===== config.mk =====
export PLATFORM = sky130hd
export DESIGN_NAME = rom_stream_reader
export DESIGN_NICKNAME = d
export VERILOG_FILES = /design/src/rtl/rom_stream_reader_pkg.sv /design/src/rtl/rom_stream_reader_fifo.sv /design/src/rtl/rom_stream_reader.sv
export SDC_FILE = /design/constraint.sdc
export NUM_CORES = 1
export LEC_CHECK = 0
export ABC_AREA = 1
export BUFFER_PORTS_ARGS = -buffer_cell sky130_fd_sc_hd__clkbuf_2
export CAP_MARGIN = 20
export CORE_ASPECT_RATIO = 1.75
export CORE_MARGIN = 1
export CORE_UTILIZATION = 40
export DETAILED_ROUTE_END_ITERATION = 12
export GPL_TIMING_DRIVEN = 1
export SLEW_MARGIN = 40
export SYNTH_ARGS = -nofsm -noshare
export SYNTH_HDL_FRONTEND = slang
export SYNTH_HIERARCHICAL = 1
export SYNTH_SLANG_ARGS = --single-unit

===== constraint.sdc =====
create_clock -name clk -period 3.22 [get_ports clk]
set_input_delay 0.161 -clock clk [delete_from_list [all_inputs] [get_ports clk]]
set_output_delay 0.161 -clock clk [all_outputs]
set_load 0.01 [all_outputs]

===== src/rtl/rom_stream_reader_pkg.sv =====
// Shared types and encodings for the ROM stream reader.
package rom_reader_pkg;

  localparam int ROM_ADDR_W = 10;
  localparam int ROM_DATA_W = 8;

  // rom_enable is a blanking control: high forces the ROM output to zero.
  localparam logic ROM_BLANK = 1'b1;
  localparam logic ROM_READ  = 1'b0;

  typedef enum logic [1:0] {
    ST_IDLE   = 2'd0,
    ST_READ   = 2'd1,
    ST_DRAIN  = 2'd2,
    ST_FINISH = 2'd3
  } state_t;

endpackage


===== src/rtl/rom_stream_reader_fifo.sv =====
// DEPTH-entry synchronous FIFO with occupancy count and registered head-valid.
// Head data is visible combinationally from storage; push/pop on one edge keep count.
module stream_fifo #(
  parameter int DEPTH = 4,
  parameter int WIDTH = 8
) (
  input  logic                     clk,
  input  logic                     rst,
  input  logic                     push,
  input  logic [WIDTH-1:0]         push_data,
  input  logic                     pop,
  output logic [WIDTH-1:0]         head_data,
  output logic                     head_valid,
  output logic [$clog2(DEPTH):0]   count
);

  localparam int PTR_W = $clog2(DEPTH);
  localparam int CNT_W = PTR_W + 1;

  logic [WIDTH-1:0] mem [DEPTH];
  logic [PTR_W-1:0] wr_ptr;
  logic [PTR_W-1:0] rd_ptr;
  logic [CNT_W-1:0] count_nxt;
  logic             pop_ok;

  assign pop_ok    = pop && head_valid;
  assign count_nxt = count + CNT_W'(push) - CNT_W'(pop_ok);
  assign head_data = mem[rd_ptr];

  always_ff @(posedge clk or posedge rst) begin
    if (rst) begin
      wr_ptr     <= '0;
      rd_ptr     <= '0;
      count      <= '0;
      head_valid <= 1'b0;
      for (int i = 0; i < DEPTH; i++) mem[i] <= '0;
    end else begin
      if (push) begin
        mem[wr_ptr] <= push_data;
        wr_ptr      <= wr_ptr + PTR_W'(1);
      end
      if (pop_ok) rd_ptr <= rd_ptr + PTR_W'(1);
      count      <= count_nxt;
      head_valid <= (count_nxt != '0);
    end
  end

endmodule


===== src/rtl/rom_stream_reader.sv =====
// Streams LENGTH words from a 1-cycle-latency ROM starting at BASE onto valid/ready.
// First word valid 3 edges after start; issue throttles so buffer plus in-flight never exceed BUF_DEPTH.
module rom_stream_reader
  import rom_reader_pkg::*;
#(
  parameter int ADDR_W    = ROM_ADDR_W,
  parameter int DATA_W    = ROM_DATA_W,
  parameter int BUF_DEPTH = 4
) (
  input  logic              clk,
  input  logic              rst,
  input  logic              start,
  input  logic [ADDR_W-1:0] base_addr,
  input  logic [ADDR_W:0]   length,
  output logic              busy,
  output logic              done,
  output logic [ADDR_W-1:0] rom_addr,
  output logic              rom_enable,
  input  logic [DATA_W-1:0] rom_data,
  output logic [DATA_W-1:0] out_data,
  output logic              out_valid,
  input  logic              out_ready
);

  localparam int CNT_W = $clog2(BUF_DEPTH) + 1;

  state_t            state;
  logic [ADDR_W-1:0] next_addr;
  logic [ADDR_W:0]   remaining;
  logic [1:0]        rd_vld;
  logic [CNT_W-1:0]  buf_count;
  logic [CNT_W-1:0]  in_flight;
  logic              issue;
  logic              pop;

  // Conservative: a pop on the same edge is not credited back.
  assign in_flight = CNT_W'(rd_vld[0]) + CNT_W'(rd_vld[1]);
  assign issue     = (state == ST_READ) && (remaining != '0) &&
                     ((buf_count + in_flight) < CNT_W'(BUF_DEPTH));
  assign pop       = out_valid && out_ready;

  always_ff @(posedge clk or posedge rst) begin
    if (rst) begin
      state      <= ST_IDLE;
      busy       <= 1'b0;
      done       <= 1'b0;
      rom_enable <= ROM_BLANK;
      rom_addr   <= '0;
      next_addr  <= '0;
      remaining  <= '0;
      rd_vld     <= '0;
    end else begin
      done       <= 1'b0;
      rom_enable <= ROM_BLANK;
      rd_vld     <= {rd_vld[0], issue};
      if (issue) begin
        rom_addr   <= next_addr;
        rom_enable <= ROM_READ;
        next_addr  <= next_addr + ADDR_W'(1);
        remaining  <= remaining - (ADDR_W+1)'(1);
      end
      case (state)
        ST_IDLE: begin
          if (start) begin
            next_addr <= base_addr;
            remaining <= length;
            busy      <= 1'b1;
            state     <= (length == '0) ? ST_FINISH : ST_READ;
          end
        end
        ST_READ: begin
          if (issue && remaining == (ADDR_W+1)'(1)) state <= ST_DRAIN;
        end
        ST_DRAIN: begin
          // rd_vld covers a push landing on this same edge.
          if (rd_vld == 2'b00 && buf_count == '0) state <= ST_FINISH;
        end
        ST_FINISH: begin
          done  <= 1'b1;
          busy  <= 1'b0;
          state <= ST_IDLE;
        end
        default: state <= ST_IDLE;
      endcase
    end
  end

  stream_fifo #(
    .DEPTH (BUF_DEPTH),
    .WIDTH (DATA_W)
  ) u_buf (
    .clk        (clk),
    .rst        (rst),
    .push       (rd_vld[1]),
    .push_data  (rom_data),
    .pop        (pop),
    .head_data  (out_data),
    .head_valid (out_valid),
    .count      (buf_count)
  );

endmodule


* Word-level counts from Yosys, hierarchy flattened *
Index checks and enable logic that the tools add are counted.
Widths: inputs -> output; s select.

word-level totals
  bits in registers = 78
  bits of input ports = 33
  output and inout bits = 22
  logic and storage cells = 74

operators by class
  add/sub/neg operators = 8
  order comparisons = 4
  eq/ne operators = 7
  multiplexer cells = 21
  bitwise gates (word level) = 2
  reduce and logical (&&, ||, !) cells = 16

operators with widths
  operator               number
  $mux 11                3
  $bwmux 32              1
  $mux 10                3
  $mux 8                 3
  $bmux 8 s2             1
  $demux 8 s2            1
  $eq 11x1->1 const B    1
  $logic_not 11->1       1
  $reduce_bool 11->1     1
  $sub 11x1->11 const B  1
  $add 10x1->10 const B  1
  $mux 2                 4
  $pmux 2 s4             1
  $logic_and 1x1->1      7
  $ge 3x3->1 const B     2
  $not 2->3              2
  $add 2x1->2 const B    2
  $eq 2x2->1 const B     2
  $logic_not 2->1        2
  $ne 2x2->1 const B     2
  $add 3x1->3            1
  $add 3x2->3            1
  $logic_not 3->1        1
  $lt 3x1->1 const B     1
  other kinds (11)       13

* Longest topological paths before layout *
Gate-level depths: netlist of the first run.

  depth after elaboration = 7
  mapped depth = 13
  depth with buffers taken out = 12

* Modules after synthesis *
Netlist of the first run, hierarchy kept.

modules (own cells, without submodules)
  module             instances  cells an instance  area each (um^2)  seq. area each (um^2)
  rom_stream_reader  1          322                2,346.0           952.2
  stream_fifo        1          224                1,989.4           1,001.0

* Worst setup path before layout of the first run *
No wires, ideal clock.

  kind = reg-to-reg
  start point = register u_buf.head_valid
  end point = register u_buf.head_valid
  library setup time = 0.125 ns
  arrival = 1.760 ns
  data required time = 3.095 ns
  path slack = 1.334 ns
  cell stages (with the launch flop) = 11
  path buffers = 0
  period minus slack after synthesis = 1.886 ns
  cells stage by stage = dfrtp_1 -> nand2_1 -> inv_1 -> nand2_1 -> inv_1 -> ha_1 -> inv_1 -> ha_1 -> fa_1 -> nor2_1 -> nand3_1

between the ends
  word-level cells in the longest chain between the ends = 4

RTL lines
  what                    RTL line                      text
  from (decl)             rom_stream_reader_fifo.sv:13  output logic head_valid,
  from (signal assigned)  rom_stream_reader_fifo.sv:44  head_valid <= (count_nxt != '0);
  $logic_and 1x1->1       rom_stream_reader.sv:40       assign pop = out_valid && out_ready;
  via pop                 rom_stream_reader.sv:34       logic pop;
  $logic_and 1x1->1       rom_stream_reader_fifo.sv:26  assign pop_ok = pop && head_valid;
  via u_buf.pop_ok        rom_stream_reader_fifo.sv:24  logic pop_ok;
  $sub 3x1->3             rom_stream_reader_fifo.sv:27  assign count_nxt = count + CNT_W'(push) - CNT_W'(pop_ok);
  via u_buf.count_nxt[1]  rom_stream_reader_fifo.sv:23  logic [CNT_W-1:0] count_nxt;
  $reduce_bool 3->1       rom_stream_reader_fifo.sv:44

The timed path passes the listed nets, and every way through them passes these cells.
A chain may end at the register's enable or synchronous reset.

* Final worst setup path of the first run *
  start point = register rd_vld[1]
  end point = register state[0]

between the ends
  word-level cells in the longest chain between the ends = 7
  elaborated cells on any way between the ends = 10
  classes of those cells = 2 x add/sub; 1 x order compare; 2 x eq/ne; 5 x reduce/logical

RTL lines
  what                          RTL line                 text
  from (decl)                   rom_stream_reader.sv:30  logic [1:0] rd_vld;
  from (signal assigned)        rom_stream_reader.sv:55  rd_vld <= {rd_vld[0], issue};
  $add 1x1->2                   rom_stream_reader.sv:37  assign in_flight = CNT_W'(rd_vld[0]) + CNT_W'(rd_vld[1]);
  $add 3x2->3                   rom_stream_reader.sv:39  ((buf_count + in_flight) < CNT_W'(BUF_DEPTH));
  $lt 3x3->1                    rom_stream_reader.sv:39
  $logic_and 1x1->1             rom_stream_reader.sv:38  assign issue = (state == ST_READ) && (remaining != '0) &&
  $logic_and 1x1->1             rom_stream_reader.sv:72  if (issue && remaining == (ADDR_W+1)'(1)) state <= ST_DRAIN;
  $ne 2x1->1 (no line)          -
  $reduce_and 3->1 (no line) *  -
  to (signal assigned)          rom_stream_reader.sv:68  state <= (length == '0) ? ST_FINISH : ST_READ;
  to (decl)                     rom_stream_reader.sv:27  state_t state;

Every way passes the cells marked *; elsewhere a longest branch is shown, timed or not.

==> impl.org, run 1 <==
** Global routing
- The number of antenna violations at the first check in global routing is 0.
- Total congestion overflow after global routing :: 0
- Vias in the first global route :: 3388
- Entering global routing, the biggest net connects 32 pins.
- The first global-routing pass estimated 15.6 mm of wire.
- Aggregate global-route resource usage :: 17.8%

** Synth
- Gate count after technology mapping :: 546
- Sequential cells were found to cover 45.1% of the synthesized design area.
- Synthesis produced a netlist with a net count of 595.
- Counting flops and latches in the post-synthesis netlist gives 78.
- The average instance in the mapped netlist occupies 7.94 sq um.
- The mapped netlist covers 4340 sq um.
- Among all flip-flop cells after synthesis, the most frequent one is dfrtp_1.
- Sorting the synthesized cells by area gives the leading types as dfrtp_1, nand2_1, inv_1.
- Post-synth top area cell :: dfrtp_1
- Post-synth EDFFs :: 0
- Warning count from the yosys run :: 6
- Counting flops with an async set or reset pin after synthesis yields a share of 100%.
- Post-synth top area share :: 44.4%
- Number of distinct library cells after synthesis :: 30

** CTS
- Count of clock tree sinks :: 78
- Clk Latency, worst-skew pair :: 330 ps
- TritonCTS clock tree :: done
- After clock tree synthesis, the clock-pin slew on the worst setup and hold paths is 60 ps.
- Clock root buffer master :: clkbuf_16
- The clock passes through at most 2 buffers.
- Buffers inserted during clock tree synthesis total 9.
- Total setup buffers inserted after CTS :: 0
- Maximum level of the CTS H-tree :: 3

** Timing
- The hold violation count in the final report is 0.
- Slew Limit Headroom :: 49.2%
- Across all setup checks in the final design, the least slack found is 986 ps.
- Static timing analysis puts the maximum clock frequency at 448 MHz.
- Final count of negative-setup-slack endpoints :: 0
- Min Clock Period, post-route :: 2230 ps
- The number of pins with negative max-slew slack in the final report was 0.
- Fin Setup TNS :: 0 ps
- Setup repair after global routing left no endpoint under its margin.
- Fraction of the cycle the final worst path needs :: 69.4%
- Slew of the pin with the lowest slew margin :: 760 ps
- Between clock sinks in the finished design, the worst skew comes to 6.27 ps.
- Worst hold margin :: 33.1 ps

** Setup path
- Top cell family by delay on the critical path :: simple AND/OR/NAND/NOR gates
- Worst Path Required :: 3440 ps
- Worst-path fanout max :: 31
- Number of cells on the worst reg-to-reg path :: 11
- Category of the worst setup path launch point :: flop
- The setup check on the worst reg-to-reg path leaves a slack of 990 ps.
- CP Buf/Inv Count :: 0
- CP endpoint kind :: flop
- The critical path is of the flop to flop type.
- Endpoint of the lowest-slack register-to-register path :: state[0]
- Launch instance of the worst register-to-register path :: rd_vld[1]
- The signal on the critical path passes through nand2_1 > nand2_1 > nand2_1 > nand2_1 > nand2_1 > nor2_4 > nand2_1 > nand2_1 > nand2_1 > nand2_1 > nand2_1.
- Crit path launch :: rd_vld[1]
- The slowest stage of the critical path belongs to the cell dfrtp_1.
- The critical path runs through a total of 11 cells.
- Critical Path Most Common Cell :: nand2_1
- For this run, the slowest stage of the critical path takes 650 ps.
- CP endpoint :: state[0]
- Data arrives at the worst endpoint at 2460 ps.

** Cells and area
- The sequential cells in the finished layout cover a total of 1950 sq um.
- From synthesis to final layout, the design area changed by 13.4%.
- Layout Cell Area excl Fill :: 4910 sq um
- The post-route netlist has 20.0% of its cells at a drive strength greater than 1.
- In the layout the commonest cells are nand2_1, dfrtp_1, inv_1.
- Share of the core filled with cells in the final layout :: 46.2%
- The repair_antennas step left the layout with diodes totalling 0.
- At the end of the flow, the number of nets in the layout was 645.
- In the final layout, the multi-input gates occupy 1940 sq um.
- The filler cells instantiated in the layout total 1088.
- Leaving out filler cells and counting taps, the final layout contains 731.
- Most common cell after layout, fill and taps aside :: nand2_1

** Place
- Input and output buffers added on the ports amount to 54.
- After legalization and detailed placement, the total HPWL measured 6.71 mm.
- At the end of routability-driven placement, the weighted congestion stood at 0.876.
- Count of placed standard cells including taps :: 714
- Once placement finished, the instance area stood at 4620 sq um.
- Prior to clock tree synthesis, the placed netlist has a worst setup slack of 994 ps.

** Worst hold path
- The path class of the tightest hold or removal check is input port to flop.
- The worst hold path was traced through 3 stages.

** Detailed routing
- The detail route stage leaves a number of antenna-violating nets equal to 0.
- Remaining routing DRC violations :: 0
- Number of vias per cell after detailed routing :: 4.80
- Drt initial violations :: 140
- WL/cell :: 12.6 microns
- Wires add up to 9.21 mm.
- The first detailed-routing pass ran for 4 iterations.
- The routed layout has 3506 vias.

** Floorplanning
- Once the floorplan was initialized, standard cells occupied 40.8% of the core.
- Die Outline Area :: 11300 sq um
- 55 I/O pins were placed.
- Width of the die :: 80.7 microns
- Core area :: 10600 sq um
- In this run the core area contains 50 standard-cell rows.
- The floorplan step set the die height to 140 microns.

** Run
- Number of violations of the max-capacitance limit :: 0

** Outcome
- Status :: finished, final reports clean

** Power
- Worst IR Drop VDD :: 0.394 mV
- The design draws 5.18 mW.
- Ratio of total power to cell area :: 1050 nW/um^2
- For this design the static power due to leakage is 2.64 nW.
-- area by class of cell --
class	count	share of cell area (%)
clock inverter	3	0.382
sequential	78	39.7
clock buffer	13	5.50
tap	130	3.31
inverter	68	5.19
timing repair buffer	59	6.31
multi-input combinational	380	39.6
-- power breakdown --
group	switching [mW]	leakage, nW	total (mW)	internal [mW]
Clock	0.385	0.146	0.969	0.584
Combinational	1.47	1.56	2.35	0.881
Sequential	0.387	0.931	1.86	1.48
-- synthesized netlist by cell type (all sizes together), types with 2 or more instances --
cell	count
nand2	186
nor4	3
buf	19
nor2	47
or2	4
xor2	10
inv	68
dfrtp	77
nand4	3
o21ai	71
nand3	27
nor3	2
a21oi	8
ha	15
-- flip-flops by register name (all words and copies together) (netlist names), 2 cells and up --
signal / flops
next_addr: 10
rd_vld: 2
remaining: 11
rom_addr: 10
state: 2
u_buf/count: 3
u_buf/mem: 32
u_buf/rd_ptr: 2
u_buf/wr_ptr: 2
-- worst min path at each step --
stage | from | to | slack, ps
floorplan | base_addr[6] | next_addr[6] | 280
detailed placement | rst | u_buf/mem[29] | 210
CTS | base_addr[7] | next_addr[7] | 30
global placement | rst | u_buf/mem[29] | 200
finish | base_addr[7] | next_addr[7] | 30
global route | base_addr[5] | next_addr[5] | 30
-- cells by family after synthesis --
kind of cell | Yosys count | synth area share, %
adder cells (fa/ha/maj) | 16 | 4.79
flip-flops | 78 | 45.1
AND/OR/NAND/NOR | 274 | 27.4
AO/OA/AOI/OAI | 79 | 10.4
buffers and inverters | 88 | 10.1
XOR/XNOR | 11 | 2.22
-- tightest hold or removal path: stages --
cell and delay [ps]:
clkbuf_2 70, o21ai_1 60, inv_1 40
-- per-layer routing --
layer  vias to the layer above  global-route usage (%)  part of all wire, %
met5                         -                       0                    0
met4                         0                    5.36                  1.2
met3                         9                    3.34                  3.6
met2                        77                    32.5                   55
met1                      1623                    20.5                   41
li1                       1797                       -                    -
-- what timing repair did --
item,CTS,global route
hold buffers,1,0
resized for setup,0,0
endpoints found under the hold margin,30,0
No activity file was read; power rests on OpenSTA's default activity.
==> run 2, diff against run 1 <==
==> constraint.sdc (replaced) <==
create_clock -name clk -period 2.2 [get_ports clk]
set_input_delay 0.11 -clock clk [delete_from_list [all_inputs] [get_ports clk]]
set_output_delay 0.11 -clock clk [all_outputs]
set_load 0.01 [all_outputs]
==> run 2 against run 1 <==
Effect of this change:
- cell area rose by 4.0%
- final cell count grew 2.3%
- non-clock buffer count increased by 17
- combinational power up 51%
- clock skew hardly changed
- routed wire length rose by 1.1%
- critical endpoint is now u_buf/head_valid
- highest routed layer unchanged
==> impl.org, run 2 (synthesis results as in run 1) <==
** Power
- The completed layout was analyzed and its total power is 7.79 mW.
- Of the total power, combinational logic draws 45.4%.
- Ratio of total power to cell area :: 1520 nW/um^2
- Internal power :: 4.51 mW
- The analysis attributes to net switching a power of 3.29 mW.
- Per report_power, the clock group accounts for 19.8% of the total.
- Sequential fraction of design power :: 34.8%
- Worst IR Drop VDD :: 0.674 mV
- For this design the static power due to leakage is 2.72 nW.
- Net switching is 42.2% of the power.

** Global routing
- Pin count of the biggest net entering global routing :: 41
- Across every metal layer, demand over resource in global routing totals 18.4%.
- After global routing the overflow that remains totals 0.
- Wire length of the first global-routing pass :: 15.9 mm
- The number of antenna violations at the first check in global routing is 0.
- Vias in the first global route :: 3413

** Worst hold path
- The worst hold path begins at length[1].
- For hold timing, the worst endpoint is remaining[1].
- Min-delay worst type :: input port to flop
- Min-Delay Path Depth :: 3

** Setup path
- Of all nets on the critical path, the largest fanout is 3.
- Worst Path Required :: 2420 ps
- The worst setup path is captured at a flop.
- Category of the worst setup path launch point :: flop
- Data on the critical path arrives at its endpoint at 2220 ps.
- Endpoint of the lowest-slack register-to-register path :: u_buf/head_valid
- Setup slack on the worst reg-to-reg path comes out at 190 ps.
- Critical path type :: flop to flop
- The worst register-to-register path begins at u_buf/head_valid.
- Number of cells on the worst reg-to-reg path :: 10

** Cells and area
- Top library cells by usage in the layout, fill and taps aside :: nand2_1, dfrtp_1, inv_1
- Register ranked first by flip-flop count :: u_buf/mem
- Layout-stage area growth over the synthesis result :: 17.9%
- Share of the core filled with cells in the final layout :: 48.1%
- The largest registers in the layout are u_buf/mem: 32 flops, remaining: 11 flops.
- Flip-flop count of the largest register, all copies and words added :: 32
- In the final layout, the share of cells above drive strength 1 is 19.7%.
- Most common cell after layout, fill and taps aside :: nand2_1
- Number of nets in the layout :: 662
- Antenna diode count :: 0

** CTS
- The clock net in this run drives a total of 78 sinks.
- Clock-pin slew on the worst setup and hold paths :: 60 ps
- The later pin in the worst-skew pair is clocked with a latency of 340 ps.
- In this run the number of H-tree levels came out at 3.
- The tree is rooted in a clkbuf_16.
- Buffer depth of the longest clock path :: 2
- The number of gates resized after CTS was 0.
- Number of buffers added by the clock tree synthesis step :: 9
- TritonCTS clock tree :: done

** Timing
- The hold violation count in the final report is 0.
- Setup repair after global routing left no endpoint under its margin.
- Maximum clock frequency :: 498 MHz
- The number of pins with negative max-slew slack in the final report came to 0.
- Min Clock Period, post-route :: 2010 ps
- Slew Limit Headroom :: 64.8%
- Slew of the pin with the lowest slew margin :: 526 ps
- Fin Setup TNS :: 0 ps
- Worst hold margin :: 16.5 ps
- Clock Skews :: 5.91 ps
- Fraction of the cycle the final worst path needs :: 91.2%
- Setup violations remaining at the end of the flow were counted as 0.

** Floorplanning
- The die is 140 microns tall.
- After floorplanning, the core was sized to cover 10600 sq um.
- Die Outline Area :: 11300 sq um
- IO Count :: 55
- Once the floorplan was initialized, standard cells occupied 40.8% of the core.
- After floorplanning, the core was divided into 50 placement rows.
- Width of the die :: 80.7 microns

** Place
- Buffers placed on the I/O ports in this run total 54.
- At the end of routability-driven placement, the weighted congestion stood at 0.838.
- Detailed placement finished with a half-perimeter wire length of 6.61 mm.

** Detailed routing
- Number of vias per cell after detailed routing :: 4.80
- The detail route stage leaves a number of antenna-violating nets equal to 0.
- Routed via count :: 3590
- For this run, design rule violations remaining after detail routing come to 0.
- Dividing the detail-routed wire length by the instance count gives 12.5 microns.
- In this run, the number of DRC markers left after iteration 0 of detailed routing was 135.
- The first detailed-routing pass ran for 5 iterations.
- Wire length reported by the detailed router :: 9.32 mm

** Outcome
- Status :: finished, final reports clean

** Run
- The tool flagged a number of max-cap violations equal to 0.
## run 2: cell types whose count changed in the layout (fill, tap and decap cells not counted), sizes merged
cell,previous run,this run
bufinv,0,1
clkbuf,67,68
clkinv,3,1
buf,4,8
dlygate4sd3,1,14
## run 2: cell type report
class,count,area (sq um)
Timing Repair Buffer,76,483
Clock inverter,2,38.8
Multi-Input combinational cell,380,1940
Clock buffer,14,274
Inverter,68,255
Sequential cell,78,1950
Tap cell,130,163
Fill cell,1095,5520
## run 2: power by group through the flow
stage | Clock (mW) | Sequential (mW) | Combinational, mW
global placement | 0 | 2.70 | 3.46
detailed placement | 0 | 2.73 | 3.55
floorplan | 0 | 2.63 | 2.84
CTS | 1.60 | 2.71 | 3.59
global route | 1.66 | 2.80 | 4.13
finish | 1.54 | 2.71 | 3.54
## run 2: routing by layer
metal | vias to the layer above | GRT usage [%] | wire [microns]
met1 | 1670 | 20.6 | 3860
met2 | 66 | 32.6 | 4930
li1 | 1840 | - | -
met3 | 14 | 3.61 | 295
met5 | - | 0 | 0
met4 | 0 | 8.18 | 224
## run 2: critical path: stages (launching register included)
cell and delay [ps]:
dfrtp_1 400, nand2_1 70, inv_1 40, nand2_1 130, inv_1 80, ha_1 270, inv_1 40, ha_1 180
fa_1 470, nor2_1 120, nand3_1 90
## run 2: how the worst max path moves through the flow
stage	cells past startpoint	startpoint	slack, ps	to
finish	10	u_buf/head_valid	190	u_buf/head_valid
global route	12	rd_vld[0]	30	remaining[10]
CTS	10	u_buf/head_valid	160	u_buf/head_valid
detailed placement	10	u_buf/head_valid	180	u_buf/head_valid
global placement	10	u_buf/head_valid	210	u_buf/head_valid
floorplan	10	u_buf/head_valid	310	u_buf/head_valid
## run 2: through the flow
step | setup slack [ps] | cells | cell area, sq um
after detailed placement | 179 | 718 | 4660
after floorplan | 314 | 546 | 4340
final | 193 | 748 | 5110
after CTS | 162 | 748 | 5110
after global placement | 212 | 718 | 4660
after global routing | 28.5 | 748 | 5110
## run 2: timing repair
| action | in CTS | in global routing |
|---|---|---|
| hold endpoints to repair | 90 | 0 |
| hold buffers | 14 | 0 |
| endpoints found under the setup margin | 0 | 0 |
| setup buffers | 0 | 0 |
==> run 3, diff against run 2 <==
--- a/config.mk
+++ b/config.mk
@@ -13,8 +13,7 @@
 export CORE_UTILIZATION = 40
 export DETAILED_ROUTE_END_ITERATION = 12
 export GPL_TIMING_DRIVEN = 1
-export SLEW_MARGIN = 40
+export SLEW_MARGIN = 10
 export SYNTH_ARGS = -nofsm -noshare
 export SYNTH_HDL_FRONTEND = slang
-export SYNTH_HIERARCHICAL = 1
 export SYNTH_SLANG_ARGS = --single-unit
==> run 3 against run 2 <==
Effect of this change:
- clock power down 12%
- maximum frequency shrank 4.1%
- synthesized cell count down 6.0%
- largest power group unchanged
- global-route usage is 0.22 points lower
==> impl.org, run 3 <==
** Outcome
- The run finished with clean final reports.

** CTS
- Clock-pin slew on the worst setup and hold paths :: 50 ps
- TritonCTS clock tree :: done
- CTS placed an instance of clkbuf_16 at the clock tree root.
- Clk Latency, worst-skew pair :: 340 ps
- The H-tree generated during clock tree synthesis spans 3 levels.
- The clock net in this run drives a total of 78 sinks.
- In this run the deepest clock path goes through 2 buffers.
- Buffers inserted during clock tree synthesis total 9.

** Setup path
- WP data arrival :: 2300 ps
- STA classifies the critical path endpoint as a flop.
- STA classifies the critical path startpoint as a flop.
- In this run the worst path has a maximum fanout of 2.
- Worst Path Required :: 2410 ps
- The critical path is of the flop to flop type.

** Power
- Dividing total power by cell area gives a power density of 1510 nW/um^2.
- Net switching fraction of the power :: 42.1%
- Logic pwr share :: 45.4%
- Pwr Total :: 7.46 mW
- Per report_power, the clock group accounts for 18.1% of the total.
- The analysis attributes to cell leakage a power of 2.56 nW.
- The share of total power dissipated in sequential elements is 36.5%.
- Cell internal power was estimated by the tool at 4.32 mW.
- Net switching power figure :: 3.14 mW
- Worst IR Drop VDD :: 0.630 mV

** Place
- Port bufs :: 54
- The congestion estimate from routability-driven global placement came to 0.793.
- Post-detail-place hpwl :: 6.28 mm
- Once placement finished, the instance area stood at 4550 sq um.

** Synth
- Netlist Area Pre-Place :: 4190 sq um
- After synthesis, the most frequently instantiated cells are nand2_1, dfrtp_1, inv_1.
- dfrtp_1 takes more of the synthesized area than any other cell.
- Gate count after technology mapping :: 513
- Post-synth top area share :: 46.0%
- Number of distinct library cells after synthesis :: 33
- Cell with the most instances after synthesis :: nand2_1
- Share of synthesized area occupied by flip-flops and latches :: 46.7%
- Ys flop type :: dfrtp_1
- Async set-reset flop share out of synthesis :: 100%
- Post-synth EDFFs :: 0
- Counting flops and latches in the post-synthesis netlist gives 78.
- Net Count, Synth :: 562
- Yosys attributes the largest share of cell area to dfrtp_1, nand2_1, o21ai_0.
- Yosys printed 0 warnings.
- Avg Inst Size Synth :: 8.16 sq um

** Detailed routing
- The first routing iteration left 116 violations.
- Across all layers, the routed design uses 3385 vias.
- Remaining routing DRC violations :: 0
- After detailed routing, the number of vias per cell comes to 4.79.
- The detail route stage leaves a number of antenna-violating nets equal to 0.
- The pre-antenna-repair detailed-routing pass consisted of 5 iterations.
- For this block, the routed nets add up to 8.93 mm of wire.
- WL/cell :: 12.7 microns

** Timing
- Adding up every negative setup slack in the final design gives 0 ps.
- Hold Fails Final Rpt :: 0
- The number of pins with negative max-slew slack in the final report came to 0.
- Unrepaired setup endpoints after global routing :: no
- For this run, the top clock speed supported by timing is 478 MHz.
- The worst path needs 2090 ps of the cycle, external delays included.
- In this run the tightest slew margin relative to its limit is 62.8%.
- At the pin with the least slew margin, the transition time is 557 ps.
- Clock skew on the completed layout was measured at 9.21 ps.
- Final count of negative-setup-slack endpoints :: 0
- Fraction of the cycle the final worst path needs :: 95.1%

** Cells and area
- Fraction of layout instances using a drive strength above 1 :: 22.1%
- More flip-flops sit in one register than any other, and that register is u_buf.mem.
- The number of antenna diodes in the final layout is 0.
- Layout-stage area growth over the synthesis result :: 17.7%
- Most common cell after layout, fill and taps aside :: nand2_1
- The net count of the finished layout is 623.
- Layout Cell Area excl Fill :: 4930 sq um
- Top library cells by usage in the layout, fill and taps aside :: nand2_1, dfrtp_1, clkbuf_2
- The largest registers in the layout are u_buf.mem: 32 flops, remaining: 11 flops.
- The register with the most flip-flops in the layout has 32 of them.

** Floorplanning
- The core region is 10200 sq um.
- Core Rows :: 49
- IO Count :: 55
- Width of the die :: 79.3 microns
- Die Outline Area :: 10900 sq um
- Die Height :: 137 microns
- Effective utilization at floorplan :: 40.9%

** Worst hold path
- In this run the worst hold path is classified as input port to flop.

** Global routing
- The via count of the first global-routing pass was 3267.
- Antenna violations before repair :: 0
- The first global-routing pass estimated 15.2 mm of wire.
- Aggregate global-route resource usage :: 18.2%
- Global routing finished with a remaining overflow of 0.
- Entering global routing, the biggest net connects 57 pins.

** Run
- Number of violations of the max-capacitance limit :: 0
run 3: cell count changes after synthesis, moves of 4 or more:
cell and change:
o21ai_1 -42, o21ai_0 +39, nand2_1 -26, inv_1 -12
or2_2 +12, o21ai_2 -9, buf_6 -8, clkbuf_1 +8
o22ai_1 +8, a21oi_1 -6, buf_2 -5, nand3_1 +5
xor2_1 +4
run 3: metrics by stage:
stage	setup slack [ps]	hold WS [ps]	util [%]	cells
finish	108	12.7	48.1	706
floorplan	96.6	227	-	513
detailed placement	36.1	162	44.5	683
CTS	28.8	4.58	47.7	705
global route	23.9	37.3	48.1	706
global placement	145	153	44.5	683
run 3: cells by family after synthesis:
logic type                 Yosys count  share of synthesized area, %
and+or+nand+nor                    260                          27.4
buffers and inverters               72                          8.19
AOI/OAI and AO/OA                   69                          9.00
xor gates and xnor gates            18                          3.77
DFF                                 78                          46.7
adders and majority gates           16                          4.96
run 3: metal layers:
| layer | GRT usage [%] | up-vias | wire, microns |
|---|---|---|---|
| li1 | - | 1745 | - |
| met4 | 7.27 | 0 | 169 |
| met2 | 32.1 | 65 | 4680 |
| met5 | 0 | - | 0 |
| met3 | 3.91 | 13 | 277 |
| met1 | 21.0 | 1562 | 3800 |
run 3: final cells by class:
cell class,instances,area (sq um)
clock inverters,4,23.8
repair buffers,68,415
clock buffers,12,246
well taps,127,159
inverters,54,203
flip-flops and latches,78,1950
multi-input cells,363,1930
fillers,1000,5310
run 3: path summary, 6_finish.rpt:
check / startpoint / endpoint / slack [ps] / cells past startpoint
max: u_buf.head_valid / u_buf.head_valid / 110 / 10
min: length[5] / remaining[5] / 10 / 3
max reg2reg: u_buf.head_valid / u_buf.head_valid / 110 / 10
min reg2reg: rd_vld[0] / rd_vld[1] / 420 / 0
max in group asynchronous: rst / rom_enable / 1150 / 4
min in group asynchronous: rst / rd_vld[0] / 340 / 3
run 3: power by group through the flow:
stage / sequential [mW] / combinational [mW] / clock (mW)
floorplan: 2.63 / 2.62 / 0
global placement: 2.71 / 3.25 / 0
detailed placement: 2.73 / 3.34 / 0
CTS: 2.71 / 3.37 / 1.39
global route: 2.82 / 3.93 / 1.46
finish: 2.72 / 3.39 / 1.35
run 3: what timing repair did:
action | 4_1_cts | 5_1_grt
hold buffers | 6 | 0
setup buffers | 0 | 1
setup endpoints to repair | 0 | 1
hold endpoints to repair | 27 | 0
resized for setup | 0 | 10
run 3: critical path, stage by stage (launching register included):
cell and delay [ps]:
dfrtp_1 390, nand2_2 70, inv_2 50, ha_4 210, inv_2 60, ha_4 120, inv_2 40, fa_2 370
xnor2_2 150, xor2_1 170, or3_1 350
